File: src/rtl/atm_multi_account_ctrl_if.sv
// Session bus between the ATM front panel and atm_multi_account_ctrl.
// ATM_TRANSFER_EN adds the transfer request and destination signals.
interface atm_multi_account_ctrl_if #(
    parameter int unsigned CARD_W = 8,
    parameter int unsigned PIN_W  = 16,
    parameter int unsigned BAL_W  = 24
);
    logic              card_inserted;
    logic [CARD_W-1:0] card_number_input;
    logic [PIN_W-1:0]  pin_input;
    logic              pin_valid;
    logic              balance_req;
    logic              withdrawal_req;
    logic              deposit_req;
    logic              pin_change_req;
    logic [BAL_W-1:0]  amount;
    logic              transaction_done;
    logic              end_session;
`ifdef ATM_TRANSFER_EN
    logic              xfer_req;
    logic [CARD_W-1:0] xfer_dest;
`endif
    logic [7:0]        current_state;
    logic [BAL_W-1:0]  balance;
    logic              transaction_success;
    logic [7:0]        error_code;
    logic              card_eject;

    modport master (
        input  current_state, balance, transaction_success, error_code, card_eject,
        output card_inserted, card_number_input, pin_input, pin_valid,
               balance_req, withdrawal_req, deposit_req, pin_change_req,
               amount, transaction_done, end_session
`ifdef ATM_TRANSFER_EN
               , xfer_req, xfer_dest
`endif
    );

    modport slave (
        output current_state, balance, transaction_success, error_code, card_eject,
        input  card_inserted, card_number_input, pin_input, pin_valid,
               balance_req, withdrawal_req, deposit_req, pin_change_req,
               amount, transaction_done, end_session
`ifdef ATM_TRANSFER_EN
               , xfer_req, xfer_dest
`endif
    );
endinterface

File: src/rtl/atm_multi_account_ctrl.sv
// Multi-account ATM session controller: card check, PIN handshake, menu transactions.
// Defining ATM_TRANSFER_EN builds the account-to-account transfer transaction.
module atm_multi_account_ctrl #(
    parameter int unsigned NUM_ACCTS   = 8,
    parameter int unsigned CARD_W      = 8,
    parameter int unsigned PIN_W       = 16,
    parameter int unsigned BAL_W       = 24,
    parameter int unsigned INIT_BAL    = 1000,
    parameter int unsigned PIN_BASE    = 'h1234,
    parameter int unsigned MAX_TRIES   = 3,
    parameter int unsigned TIMEOUT_CYC = 1000,
    parameter int unsigned WDL_LIMIT   = 500
) (
    input logic                     clk,
    input logic                     rst_n,
    atm_multi_account_ctrl_if.slave bus
);
    localparam int unsigned IDX_W = (NUM_ACCTS > 1) ? $clog2(NUM_ACCTS) : 1;
    localparam int unsigned TRY_W = $clog2(MAX_TRIES + 1);
    localparam int unsigned TMO_W = (TIMEOUT_CYC > 1) ? $clog2(TIMEOUT_CYC) : 1;
    localparam logic [CARD_W:0]  NACC     = (CARD_W + 1)'(NUM_ACCTS);
    localparam logic [TMO_W-1:0] TMO_LAST = TMO_W'(TIMEOUT_CYC - 1);
    localparam logic [BAL_W:0]   WDL_MAX  = (BAL_W + 1)'(WDL_LIMIT);
    localparam logic [TRY_W-1:0] TRY_MAX  = TRY_W'(MAX_TRIES);

    localparam logic [7:0] E_NONE    = 8'h00;
    localparam logic [7:0] E_CARD    = 8'h01;
    localparam logic [7:0] E_PIN     = 8'h02;
    localparam logic [7:0] E_LOCK    = 8'h03;
    localparam logic [7:0] E_FUNDS   = 8'h04;
    localparam logic [7:0] E_LIMIT   = 8'h05;
    localparam logic [7:0] E_TMO     = 8'h06;
    localparam logic [7:0] E_REMOVED = 8'h07;
    localparam logic [7:0] E_OVF     = 8'h08;
    localparam logic [7:0] E_ZERO    = 8'h09;

    typedef enum logic [7:0] {
        S_IDLE       = 8'h00,
        S_CARD_CHECK = 8'h01,
        S_PIN_WAIT   = 8'h02,
        S_PIN_CHECK  = 8'h03,
        S_MENU       = 8'h04,
        S_EXEC       = 8'h05,
        S_RESULT     = 8'h06,
        S_EJECT      = 8'h07
    } state_t;

    typedef enum logic [2:0] {OP_BAL, OP_WDL, OP_DEP, OP_PIN, OP_XFER} op_t;

    state_t            state_q;
    op_t               op_q;
    logic [BAL_W-1:0]  amt_q;
    logic [IDX_W-1:0]  idx_q;
    logic [PIN_W-1:0]  pin_in_q;
    logic [BAL_W:0]    sess_q;
    logic [TMO_W-1:0]  tmo_q;
    logic [BAL_W-1:0]  bal_out_q;
    logic              succ_q;
    logic [7:0]        err_q;

    logic [BAL_W-1:0]     acct_bal_q   [NUM_ACCTS];
    logic [PIN_W-1:0]     acct_pin_q   [NUM_ACCTS];
    logic [TRY_W-1:0]     acct_tries_q [NUM_ACCTS];
    logic [NUM_ACCTS-1:0] acct_lock_q;

    logic [IDX_W-1:0] card_idx;
    logic             card_ok;
    logic [BAL_W-1:0] cur_bal;
    logic [TRY_W-1:0] tries_inc;
    logic             menu_req, any_strobe, timed, removed, tmo_hit, tmo_fire;
    op_t              menu_op;
    logic [BAL_W:0]   dep_sum, sess_d;
    logic [BAL_W-1:0] exec_bal_d;
    logic [7:0]       exec_err;

`ifdef ATM_TRANSFER_EN
    logic [IDX_W-1:0] dst_idx_q;
    logic             dst_ok_q;
    logic [BAL_W-1:0] dst_bal_d;
    logic [BAL_W:0]   xfer_sum;
`endif

    assign card_idx  = bus.card_number_input[IDX_W-1:0];
    assign card_ok   = {1'b0, bus.card_number_input} < NACC;
    assign cur_bal   = acct_bal_q[idx_q];
    assign tries_inc = acct_tries_q[idx_q] + 1'b1;

    // Fixed request priority: balance > withdrawal > deposit > pin change > transfer.
    always_comb begin
        menu_req = bus.balance_req | bus.withdrawal_req | bus.deposit_req | bus.pin_change_req;
        menu_op  = OP_BAL;
        if (bus.balance_req)         menu_op = OP_BAL;
        else if (bus.withdrawal_req) menu_op = OP_WDL;
        else if (bus.deposit_req)    menu_op = OP_DEP;
        else if (bus.pin_change_req) menu_op = OP_PIN;
`ifdef ATM_TRANSFER_EN
        else if (bus.xfer_req)       menu_op = OP_XFER;
        menu_req = menu_req | bus.xfer_req;
`endif
    end

    assign any_strobe = menu_req | bus.pin_valid | bus.transaction_done | bus.end_session;
    assign timed      = (state_q == S_PIN_WAIT) || (state_q == S_MENU) || (state_q == S_RESULT) ||
                        ((state_q == S_EXEC) && (op_q == OP_PIN));
    assign removed    = !bus.card_inserted && (state_q != S_IDLE) && (state_q != S_EJECT);
    assign tmo_hit    = (tmo_q == TMO_LAST);
    assign tmo_fire   = timed && !any_strobe && tmo_hit;

    // Outcome of the registered transaction; sums carry one extra bit so overflow never wraps.
    always_comb begin
        dep_sum    = {1'b0, cur_bal} + {1'b0, amt_q};
        sess_d     = sess_q + {1'b0, amt_q};
        exec_bal_d = cur_bal;
        exec_err   = E_NONE;
`ifdef ATM_TRANSFER_EN
        dst_bal_d  = acct_bal_q[dst_idx_q];
        xfer_sum   = {1'b0, dst_bal_d} + {1'b0, amt_q};
`endif
        case (op_q)
            OP_WDL: begin
                if (amt_q == '0)            exec_err = E_ZERO;
                else if (amt_q > cur_bal)   exec_err = E_FUNDS;
                else if (sess_d > WDL_MAX)  exec_err = E_LIMIT;
                else                        exec_bal_d = cur_bal - amt_q;
            end
            OP_DEP: begin
                if (amt_q == '0)            exec_err = E_ZERO;
                else if (dep_sum[BAL_W])    exec_err = E_OVF;
                else                        exec_bal_d = dep_sum[BAL_W-1:0];
            end
`ifdef ATM_TRANSFER_EN
            OP_XFER: begin
                if (!dst_ok_q || (dst_idx_q == idx_q)) exec_err = E_CARD;
                else if (amt_q > cur_bal)              exec_err = E_FUNDS;
                else if (xfer_sum[BAL_W])              exec_err = E_OVF;
                else if (amt_q == '0)                  exec_err = E_ZERO;
                else begin
                    exec_bal_d = cur_bal - amt_q;
                    dst_bal_d  = xfer_sum[BAL_W-1:0];
                end
            end
`endif
            default: ;
        endcase
    end

    always_ff @(posedge clk or negedge rst_n) begin
        if (!rst_n) begin
            state_q     <= S_IDLE;
            op_q        <= OP_BAL;
            amt_q       <= '0;
            idx_q       <= '0;
            pin_in_q    <= '0;
            sess_q      <= '0;
            tmo_q       <= '0;
            bal_out_q   <= '0;
            succ_q      <= 1'b0;
            err_q       <= E_NONE;
            acct_lock_q <= '0;
            for (int unsigned i = 0; i < NUM_ACCTS; i++) begin
                acct_bal_q[i]   <= BAL_W'(INIT_BAL);
                acct_pin_q[i]   <= PIN_W'(PIN_BASE + i);
                acct_tries_q[i] <= '0;
            end
`ifdef ATM_TRANSFER_EN
            dst_idx_q   <= '0;
            dst_ok_q    <= 1'b0;
`endif
        end else begin
            // Waiting states only stay put without a strobe, so any state change also clears this.
            tmo_q <= (timed && !any_strobe && !tmo_hit && !removed) ? tmo_q + 1'b1 : '0;

            if (removed) begin
                err_q     <= E_REMOVED;
                succ_q    <= 1'b0;
                bal_out_q <= '0;
                state_q   <= S_IDLE;
            end else if (tmo_fire) begin
                err_q   <= E_TMO;
                succ_q  <= 1'b0;
                state_q <= S_EJECT;
            end else begin
                case (state_q)
                    S_IDLE: begin
                        err_q  <= E_NONE;
                        sess_q <= '0;
                        if (bus.card_inserted) state_q <= S_CARD_CHECK;
                    end
                    S_CARD_CHECK: begin
                        if (!card_ok) begin
                            err_q   <= E_CARD;
                            state_q <= S_EJECT;
                        end else if (acct_lock_q[card_idx]) begin
                            err_q   <= E_LOCK;
                            state_q <= S_EJECT;
                        end else begin
                            idx_q   <= card_idx;
                            state_q <= S_PIN_WAIT;
                        end
                    end
                    S_PIN_WAIT: begin
                        if (bus.pin_valid) begin
                            pin_in_q <= bus.pin_input;
                            state_q  <= S_PIN_CHECK;
                        end
                    end
                    S_PIN_CHECK: begin
                        if (pin_in_q == acct_pin_q[idx_q]) begin
                            acct_tries_q[idx_q] <= '0;
                            err_q               <= E_NONE;
                            state_q             <= S_MENU;
                        end else if (tries_inc >= TRY_MAX) begin
                            acct_tries_q[idx_q] <= tries_inc;
                            acct_lock_q[idx_q]  <= 1'b1;
                            err_q               <= E_LOCK;
                            state_q             <= S_EJECT;
                        end else begin
                            acct_tries_q[idx_q] <= tries_inc;
                            err_q               <= E_PIN;
                            state_q             <= S_PIN_WAIT;
                        end
                    end
                    S_MENU: begin
                        if (bus.end_session) begin
                            state_q <= S_EJECT;
                        end else if (menu_req) begin
                            op_q    <= menu_op;
                            amt_q   <= bus.amount;
                            state_q <= S_EXEC;
`ifdef ATM_TRANSFER_EN
                            dst_idx_q <= bus.xfer_dest[IDX_W-1:0];
                            dst_ok_q  <= {1'b0, bus.xfer_dest} < NACC;
`endif
                        end
                    end
                    S_EXEC: begin
                        if (op_q == OP_PIN) begin
                            if (bus.pin_valid) begin
                                acct_pin_q[idx_q] <= bus.pin_input;
                                succ_q            <= 1'b1;
                                err_q             <= E_NONE;
                                bal_out_q         <= cur_bal;
                                state_q           <= S_RESULT;
                            end
                        end else begin
                            acct_bal_q[idx_q] <= exec_bal_d;
`ifdef ATM_TRANSFER_EN
                            if ((op_q == OP_XFER) && (exec_err == E_NONE))
                                acct_bal_q[dst_idx_q] <= dst_bal_d;
`endif
                            if ((op_q == OP_WDL) && (exec_err == E_NONE)) sess_q <= sess_d;
                            succ_q    <= (exec_err == E_NONE);
                            err_q     <= exec_err;
                            bal_out_q <= exec_bal_d;
                            state_q   <= S_RESULT;
                        end
                    end
                    S_RESULT: begin
                        if (bus.transaction_done) begin
                            succ_q  <= 1'b0;
                            state_q <= S_MENU;
                        end
                    end
                    S_EJECT: begin
                        bal_out_q <= '0;
                        if (!bus.card_inserted) state_q <= S_IDLE;
                    end
                    default: state_q <= S_IDLE;
                endcase
            end
        end
    end

    assign bus.current_state       = state_q;
    assign bus.balance             = bal_out_q;
    assign bus.transaction_success = succ_q;
    assign bus.error_code          = err_q;
    assign bus.card_eject          = (state_q == S_EJECT);
endmodule

File: src/flat_wrapper.sv
// flat-port wrapper written by rule: the top's interface ports become plain ports
module atm_multi_account_ctrl_flat 
#(
    parameter int unsigned NUM_ACCTS   = 8,
    parameter int unsigned CARD_W      = 8,
    parameter int unsigned PIN_W       = 16,
    parameter int unsigned BAL_W       = 24,
    parameter int unsigned INIT_BAL    = 1000,
    parameter int unsigned PIN_BASE    = 'h1234,
    parameter int unsigned MAX_TRIES   = 3,
    parameter int unsigned TIMEOUT_CYC = 1000,
    parameter int unsigned WDL_LIMIT   = 500
)
  (clk, rst_n, bus_current_state, bus_balance, bus_transaction_success, bus_error_code, bus_card_eject, bus_card_inserted, bus_card_number_input, bus_pin_input, bus_pin_valid, bus_balance_req, bus_withdrawal_req, bus_deposit_req, bus_pin_change_req, bus_amount, bus_transaction_done, bus_end_session);
  atm_multi_account_ctrl_if #(.CARD_W(CARD_W), .PIN_W(PIN_W), .BAL_W(BAL_W)) bus_i ();
  input logic clk;
  input logic rst_n;
  output wire logic [$bits(bus_i.current_state)-1:0] bus_current_state;
  output wire logic [$bits(bus_i.balance)-1:0] bus_balance;
  output wire logic [$bits(bus_i.transaction_success)-1:0] bus_transaction_success;
  output wire logic [$bits(bus_i.error_code)-1:0] bus_error_code;
  output wire logic [$bits(bus_i.card_eject)-1:0] bus_card_eject;
  input wire logic [$bits(bus_i.card_inserted)-1:0] bus_card_inserted;
  input wire logic [$bits(bus_i.card_number_input)-1:0] bus_card_number_input;
  input wire logic [$bits(bus_i.pin_input)-1:0] bus_pin_input;
  input wire logic [$bits(bus_i.pin_valid)-1:0] bus_pin_valid;
  input wire logic [$bits(bus_i.balance_req)-1:0] bus_balance_req;
  input wire logic [$bits(bus_i.withdrawal_req)-1:0] bus_withdrawal_req;
  input wire logic [$bits(bus_i.deposit_req)-1:0] bus_deposit_req;
  input wire logic [$bits(bus_i.pin_change_req)-1:0] bus_pin_change_req;
  input wire logic [$bits(bus_i.amount)-1:0] bus_amount;
  input wire logic [$bits(bus_i.transaction_done)-1:0] bus_transaction_done;
  input wire logic [$bits(bus_i.end_session)-1:0] bus_end_session;
  assign bus_current_state = bus_i.current_state;
  assign bus_balance = bus_i.balance;
  assign bus_transaction_success = bus_i.transaction_success;
  assign bus_error_code = bus_i.error_code;
  assign bus_card_eject = bus_i.card_eject;
  assign bus_i.card_inserted = bus_card_inserted;
  assign bus_i.card_number_input = bus_card_number_input;
  assign bus_i.pin_input = bus_pin_input;
  assign bus_i.pin_valid = bus_pin_valid;
  assign bus_i.balance_req = bus_balance_req;
  assign bus_i.withdrawal_req = bus_withdrawal_req;
  assign bus_i.deposit_req = bus_deposit_req;
  assign bus_i.pin_change_req = bus_pin_change_req;
  assign bus_i.amount = bus_amount;
  assign bus_i.transaction_done = bus_transaction_done;
  assign bus_i.end_session = bus_end_session;
  atm_multi_account_ctrl #(.NUM_ACCTS(NUM_ACCTS), .CARD_W(CARD_W), .PIN_W(PIN_W), .BAL_W(BAL_W), .INIT_BAL(INIT_BAL), .PIN_BASE(PIN_BASE), .MAX_TRIES(MAX_TRIES), .TIMEOUT_CYC(TIMEOUT_CYC), .WDL_LIMIT(WDL_LIMIT)) u_core (.clk(clk), .rst_n(rst_n), .bus(bus_i));
endmodule
File: config.mk
export PLATFORM = sky130hd
export DESIGN_NAME = atm_multi_account_ctrl_flat
export DESIGN_NICKNAME = d
export VERILOG_FILES = /design/src/rtl/atm_multi_account_ctrl_if.sv /design/src/rtl/atm_multi_account_ctrl.sv /design/src/flat_wrapper.sv
export SDC_FILE = /design/constraint.sdc
export NUM_CORES = 1
export LEC_CHECK = 0
export ABC_AREA = 0
export CAP_MARGIN = 10
export CORE_MARGIN = 10
export CORE_UTILIZATION = 50
export CTS_BUF_LIST = sky130_fd_sc_hd__clkbuf_8
export CTS_CLUSTER_SIZE = 40
export DETAILED_ROUTE_END_ITERATION = 10
export GPL_ROUTABILITY_DRIVEN = 0
export PLACE_DENSITY = 0.7
export REMOVE_ABC_BUFFERS = 1
export SLEW_MARGIN = 0
export SYNTH_ARGS = -nofsm -noshare
export SYNTH_HDL_FRONTEND = slang
export SYNTH_SLANG_ARGS = --single-unit
export TNS_END_PERCENT = 5
File: constraint.sdc
create_clock -name clk -period 5.64 [get_ports clk]
set_input_delay 0.564 -clock clk [delete_from_list [all_inputs] [get_ports clk]]
set_output_delay 0.564 -clock clk [all_outputs]
set_load 0.02 [all_outputs]
==> impl_metrics.ini, run 1 <==
[run_status]
run_status = complete, but fails checks
violations = design-rule violations

[critical_path]
class_of_the_most_critical_setup_path = reg2reg
crit_path_start_kind = flop
worst_ep_arrival_time_ns = 5.99
r2r_slack_ns = 0.20
worst-endpoint-required_ns = 6.18
reg_to_reg_critical_path_startpoint = u_core.idx_q[1]$_DFFE_PN0P_
timing.rr.end = u_core.acct_bal_q[36]$_DFFE_PN0P_
r2r_cells = 17
max_stage_delay_ns = 0.53
worstPathMaxFanout = 17
crit_path_end_kind = flop
cp_cell_sequence = and3b_2 > buf_4 > a22oi_1 > nand4_1 > ha_1 > nor3_1 > nand2_1 > a211oi_1 > o211ai_1 > a31oi_1 > nor2_1 > buf_4 > nand2_1 > o21ai_0 > a32oi_1 > nand3_2 > mux2_2
crit_slowest_cell = ha_1

[logic_synthesis]
synthesis.yosys.warnings = 0
synth.area.top_cells = dfrtp_1, mux2_2, dfstp_2
synth_cell_types = 95
summed_instance_area_of_the_synthesized_netlist_mm2 = 0.02539
ys_seq_area_share_pct = 45.42
synth.avg_cell_area_um2 = 10.29
synthTopCellsByCount = dfrtp_1, mux2_2, nand2_1
synth-edff-count = 0
syn_inst = 2468
most_common_cell_in_the_synthesized_netlist = dfrtp_1
post_synth_fa_ha_maj_area_fraction_pct = 4.081
synth_compound_area_share_pct = 18.52
synth_largest_type_area_fraction_pct = 35.48
synth_ff_type = dfrtp_1
ffs_latches_synth = 456
synthArstFlopShare_pct = 100.0
biggest_area_consumer_among_synthesized_cells = dfrtp_1
synth.mux.area_fraction_pct = 12.93
largest_family_of_logic_cells_by_synthesized_area = compound AO/OA/AOI/OAI gates
xor_and_xnor_area_share_after_synthesis_pct = 2.829
synth-simple-area-share_pct = 12.35

[cts]
cts_inserted_buffers = 77
cts_tree = done
clock_sink_count = 456
clockBufferDepth = 3
clkTransAtPathRegs_ns = 0.06
clock_root_buffer = clkbuf_8
htreeDepth = 3
clk-insertion-delay-late_ns = 0.69

[routing]
wl_per_cell_um = 22.81
detailroute.via_count = 20880
route.antenna.remaining_nets = 0
first_iter_violations = 2063
via_per_inst = 6.299
routed_wl_mm = 75.61
dr_drc_count = 1
drt_first_pass_iters = 10

[hold_path]
timing.hold.worst.class = in2async

[place]
port-buffer-count = 90
detailedPlacementHpwl_mm = 51.27
post_dp_cell_area_mm2 = 0.02727

[floorplanning]
initial_utilization_pct = 50.60
ioPinCount = 100
fp-row-count = 82
die_w_um = 245.3
core_area_mm2 = 0.05017
chipHeight_um = 245.3
die-area_mm2 = 0.06019

[grt]
globalRoute.totalOverflow = 0
grt_pass1_wl_mm = 118.7
grt_start_max_net_pins = 181
first_global_vias = 21332
antenna_found_initial = 3
globalRouteTotalUtil_pct = 24.62

[pwr]
swShare_pct = 40.74
design_internal_power_mw = 7.112
switchingPower_mw = 4.889
vdd.ir_drop.worst_uv = 240.3
power.leakage_nw = 12.94
power.combinational.fraction_pct = 39.1
power_frac_seq_pct = 34.0
power_frac_clock_pct = 26.9
power.density_cell_area_mw_per_mm2 = 413.5
power.total_mw = 12.00

[timing]
min_period_over_period_pct = 96.52
worst_rel_slew_slack_pct = 24.03
rsz0062_at_grt = yes
min_cycle_time_layout_ns = 5.444
worst-slew-pin-transition_ns = 1.135
setup_viol = 0
fmax_ghz = 0.1837
finalHoldViolCount = 0
timing.clock.skew_ns = 0.03803
slew_violations = 0

[job]
timing.max_cap.violations = 0

[cells_and_area]
area_growth_syn_to_layout_pct = 14.32
drive_above_1_share_pct = 24.78
antenna-diode-count = 0
fill_cells = 4172
finish.net_count = 2717
post-route-cell-area_mm2 = 0.02902
utilization_pct = 57.85
-- power by group through the flow --
stage	logic, mW	registers [mW]	clock network, mW
after CTS	4.56	4.07	3.28
final	4.70	4.08	3.22
after global routing	5.05	4.12	3.43
after detailed placement	4.54	4.12	0
after floorplan	2.94	4.02	0
after global placement	4.43	4.10	0
-- metrics by stage --
stage | setup slack (ns) | cells | hold slack [ns] | TNS [ns]
after floorplan | -1.280 | 2312 | 0.2684 | -241.93
after global placement | 0.3076 | 3169 | 0.4548 | 0
after detailed placement | 0.1468 | 3169 | 0.4615 | 0
after CTS | 0.1072 | 3314 | 0.4230 | 0
after global routing | -0.07062 | 3315 | 0.4733 | -0.4833
final | 0.1961 | 3315 | 0.4424 | 0
-- worst max path at each step --
| stage | start | end | slack [ns] | depth (start not counted) |
|---|---|---|---|---|
| CTS | u_core.idx_q[1]$_DFFE_PN0P_ | u_core.acct_bal_q[47]$_DFFE_PN0P_ | 0.11 | 19 |
| floorplan | u_core.idx_q[1]$_DFFE_PN0P_ | u_core.acct_bal_q[34]$_DFFE_PN0P_ | -1.28 | 15 |
| global route | u_core.idx_q[1]$_DFFE_PN0P_ | u_core.acct_bal_q[60]$_DFFE_PN0P_ | -0.07 | 17 |
| detailed placement | u_core.idx_q[1]$_DFFE_PN0P_ | u_core.acct_bal_q[47]$_DFFE_PN0P_ | 0.15 | 19 |
| finish | u_core.idx_q[1]$_DFFE_PN0P_ | u_core.acct_bal_q[36]$_DFFE_PN0P_ | 0.20 | 17 |
| global placement | u_core.idx_q[1]$_DFFE_PN0P_ | u_core.acct_bal_q[47]$_DFFE_PN0P_ | 0.31 | 19 |
-- what timing repair did --
item	4_1_cts	5_1_grt
gates resized for setup	0	12
hold endpoints to repair	58	0
setup buffers	0	1
hold buffers	1	0
setup endpoints to repair	0	172
-- critical path, delay by kind of cell, from the launching register on --
kind                     cells  cell delay [ns]
buffers and inverters        2             0.47
flip-flops                   1             0.51
multiplexers                 1             0.34
adder cells (fa/ha/maj)      1             0.53
AND/OR/NAND/NOR              7             1.94
AO/OA/AOI/OAI                6             1.50
-- metal layers --
| metal | GRT usage (%) | part of all wire [%] |
|---|---|---|
| met5 | 0 | 0.036 |
| met3 | 5.300 | 8.7 |
| met4 | 9.947 | 3.8 |
| met1 | 31.99 | 41 |
| met2 | 39.44 | 46 |
-- layout by cell type (no fill, tap or decap), types with 56 or more instances in the layout --
cell type / count
a21oi_1: 114
a22oi_1: 164
buf_4: 91
clkbuf_8: 100
clkdlybuf4s50_1: 89
dfrtp_1: 358
dfstp_2: 96
ha_1: 77
inv_1: 95
mux2_2: 282
nand2_1: 200
nor2_1: 145
o21ai_0: 130
xnor2_1: 56
-- kinds of logic after synthesis --
group / count (synthesis)
AO/OA/AOI/OAI: 687
XOR/XNOR: 82
adder cells (fa/ha/maj): 81
buffers and inverters: 236
flip-flops: 456
multiplexers: 290
other: 1
AND/OR/NAND/NOR: 635
-- flip-flops by register name, summed over array words and instances, names as in the netlist --
| name | flops |
|---|---|
| u_core.acct_bal_q | 192 |
| u_core.acct_lock_q | 8 |
| u_core.acct_pin_q | 128 |
| u_core.acct_tries_q | 16 |
| u_core.amt_q | 24 |
| u_core.bus.balance | 24 |
| u_core.bus.current_state | 3 |
| u_core.bus.error_code | 4 |
| u_core.bus.transaction_success | 1 |
| u_core.idx_q | 3 |
| u_core.op_q | 2 |
| u_core.pin_in_q | 16 |
| u_core.sess_q | 25 |
| u_core.tmo_q | 10 |
-- final cells by class --
type	instances	area, um^2	share of cell area, %
multi-input combinational	1784	12980	44.72
sequential	456	11530	39.74
timing repair buffer	187	1699	5.854
clock buffer	100	1376	4.742
tap	672	840.8	2.897
clock inverter	44	322.8	1.112
inverter	72	270.3	0.9312
Power figures use the tool's default switching activity.
==> run 2: changes to the inputs <==
--- a/config.mk
+++ b/config.mk
@@ -15,6 +15,7 @@
 export GPL_ROUTABILITY_DRIVEN = 0
 export PLACE_DENSITY = 0.7
 export REMOVE_ABC_BUFFERS = 1
+export SKIP_CTS_REPAIR_TIMING = 1
 export SLEW_MARGIN = 0
 export SYNTH_ARGS = -nofsm -noshare
 export SYNTH_HDL_FRONTEND = slang
==> impl_metrics.ini, run 2 (synthesis results as in run 1) <==
[floorplanning]
chipHeight_um = 245.3
initial_utilization_pct = 50.60
fp-row-count = 82
die-area_mm2 = 0.06019
ioPinCount = 100
die_w_um = 245.3
core_area_mm2 = 0.05017

[grt]
grt_pass1_wl_mm = 118.7
antenna_found_initial = 3
globalRoute.totalOverflow = 0
globalRouteTotalUtil_pct = 24.61
grt_start_max_net_pins = 181
first_global_vias = 21326

[routing]
first_iter_violations = 1924
routed_wl_mm = 75.71
via_per_inst = 6.281
wl_met2_mm = 34.87
met3_length_mm = 6.451
detailroute.via_count = 20822
route.antenna.remaining_nets = 0
dr_drc_count = 0
wl_per_cell_um = 22.84
route.top_layer_used = met5
met1Wirelength_mm = 31.37
drt_first_pass_iters = 8

[cts]
clock_sink_count = 456
cts_inserted_buffers = 77
clock_root_buffer = clkbuf_8
htreeDepth = 3
clkTransAtPathRegs_ns = 0.06
cts_tree = done
clk-insertion-delay-late_ns = 0.69
clockBufferDepth = 3

[cells_and_area]
most_common_cell_after_layout_fill_and_taps_aside = dfrtp_1
biggest_registers_after_layout = u_core.acct_bal_q: 192 flops, u_core.acct_pin_q: 128 flops, u_core.sess_q: 25 flops
regMostFlops = u_core.acct_bal_q
antenna-diode-count = 0
mostFrequentLayoutCells = dfrtp_1, mux2_2, nand2_1
largest_reg_flops = 192
finish.net_count = 2717
drive_above_1_share_pct = 24.78
fill_cells = 4172
area_growth_syn_to_layout_pct = 14.32
utilization_pct = 57.85
layout.cells.non_filler = 3315

[timing]
slew_violations = 0
fmax_ghz = 0.1841
setup_viol = 0
min_cycle_time_layout_ns = 5.433
worst_rel_slew_slack_pct = 24.27
finalHoldViolCount = 0
rsz0062_at_grt = yes
worst-slew-pin-transition_ns = 1.132
timing.clock.skew_ns = 0.03561
min_period_over_period_pct = 96.33

[place]
post-place-cells = 3169
detailedPlacementHpwl_mm = 51.27
port-buffer-count = 90

[critical_path]
r2r_cells = 17
worstPathMaxFanout = 17
crit_path_start_kind = flop
worst-endpoint-required_ns = 6.18
worst_ep_arrival_time_ns = 5.97
r2r_slack_ns = 0.21
class_of_the_most_critical_setup_path = reg2reg
crit_path_end_kind = flop

[pwr]
power.leakage_nw = 12.94
power.density_cell_area_mw_per_mm2 = 413.9
vdd.ir_drop.worst_uv = 240.4

[job]
timing.max_cap.violations = 0

[run_status]
run_status = finished, final reports clean

[hold_path]
timing.hold.worst.class = in2async
run 2: cell counts in the layout (fill, tap and decap cells not counted):
Identical to the previous run, type by type.
run 2: report_power, final:
group / leakage [nW] / internal, mW / total, mW / switching, mW
registers: 5.90 / 3.66 / 4.08 / 0.417
logic: 6.08 / 1.69 / 4.71 / 3.02
clock network: 0.960 / 1.76 / 3.22 / 1.47
total: 12.9 / 7.11 / 12.0 / 4.90
run 2: worst paths after layout:
kind	start	endpoint
max reg2reg	u_core.idx_q[1]$_DFFE_PN0P_	u_core.acct_bal_q[36]$_DFFE_PN0P_
max	u_core.idx_q[1]$_DFFE_PN0P_	u_core.acct_bal_q[36]$_DFFE_PN0P_
max in group asynchronous	rst_n	u_core.acct_pin_q[16]$_DFFE_PN0P_
min in group clk	u_core.acct_lock_q[2]$_DFFE_PN0P_	u_core.acct_lock_q[2]$_DFFE_PN0P_
min	rst_n	u_core.tmo_q[9]$_DFF_PN0_
min reg2reg	u_core.acct_lock_q[2]$_DFFE_PN0P_	u_core.acct_lock_q[2]$_DFFE_PN0P_
run 2: worst max-delay path: stages, from the launching register on:
cell and delay (ns):
dfrtp_2 0.51, and3b_2 0.43, buf_4 0.25, a22oi_1 0.21, nand4_1 0.32, ha_1 0.54
nor3_1 0.31, nand2_1 0.08, a211oi_1 0.35, o211ai_1 0.17, a31oi_1 0.28, nor2_1 0.10
buf_4 0.22, nand2_1 0.41, o21ai_0 0.17, a32oi_1 0.30, nand3_2 0.27, mux2_2 0.34
run 2: routing by layer:
layer	track usage [%]	up-vias
li1	-	9306
met1	31.98	10300
met4	9.947	2
met3	5.300	242
met2	39.44	972
met5	0	-
run 2: stage by stage:
stage               instance area (um^2)  power [mW]  hold slack (ns)  worst slack, ns  setup TNS, ns
CTS                                28970       11.91          -0.1918           0.1072              0
finish                             29020       12.01           0.4440           0.2072              0
global route                       29020       12.60           0.4733         -0.07062        -0.4833
global placement                   27270       8.532           0.4548           0.3076              0
detailed placement                 27270       8.655           0.4615           0.1468              0
floorplan                          24710       6.951           0.2684           -1.280        -241.93
run 2: final cells by class:
cell class	count	area, um^2	share of cell area, %
well taps	672	840.8	2.897
clock buffers	100	1376	4.742
clock inverters	44	322.8	1.112
repair buffers	187	1699	5.854
flip-flops and latches	456	11530	39.74
inverters	72	270.3	0.9312
multi-input cells	1784	12980	44.72
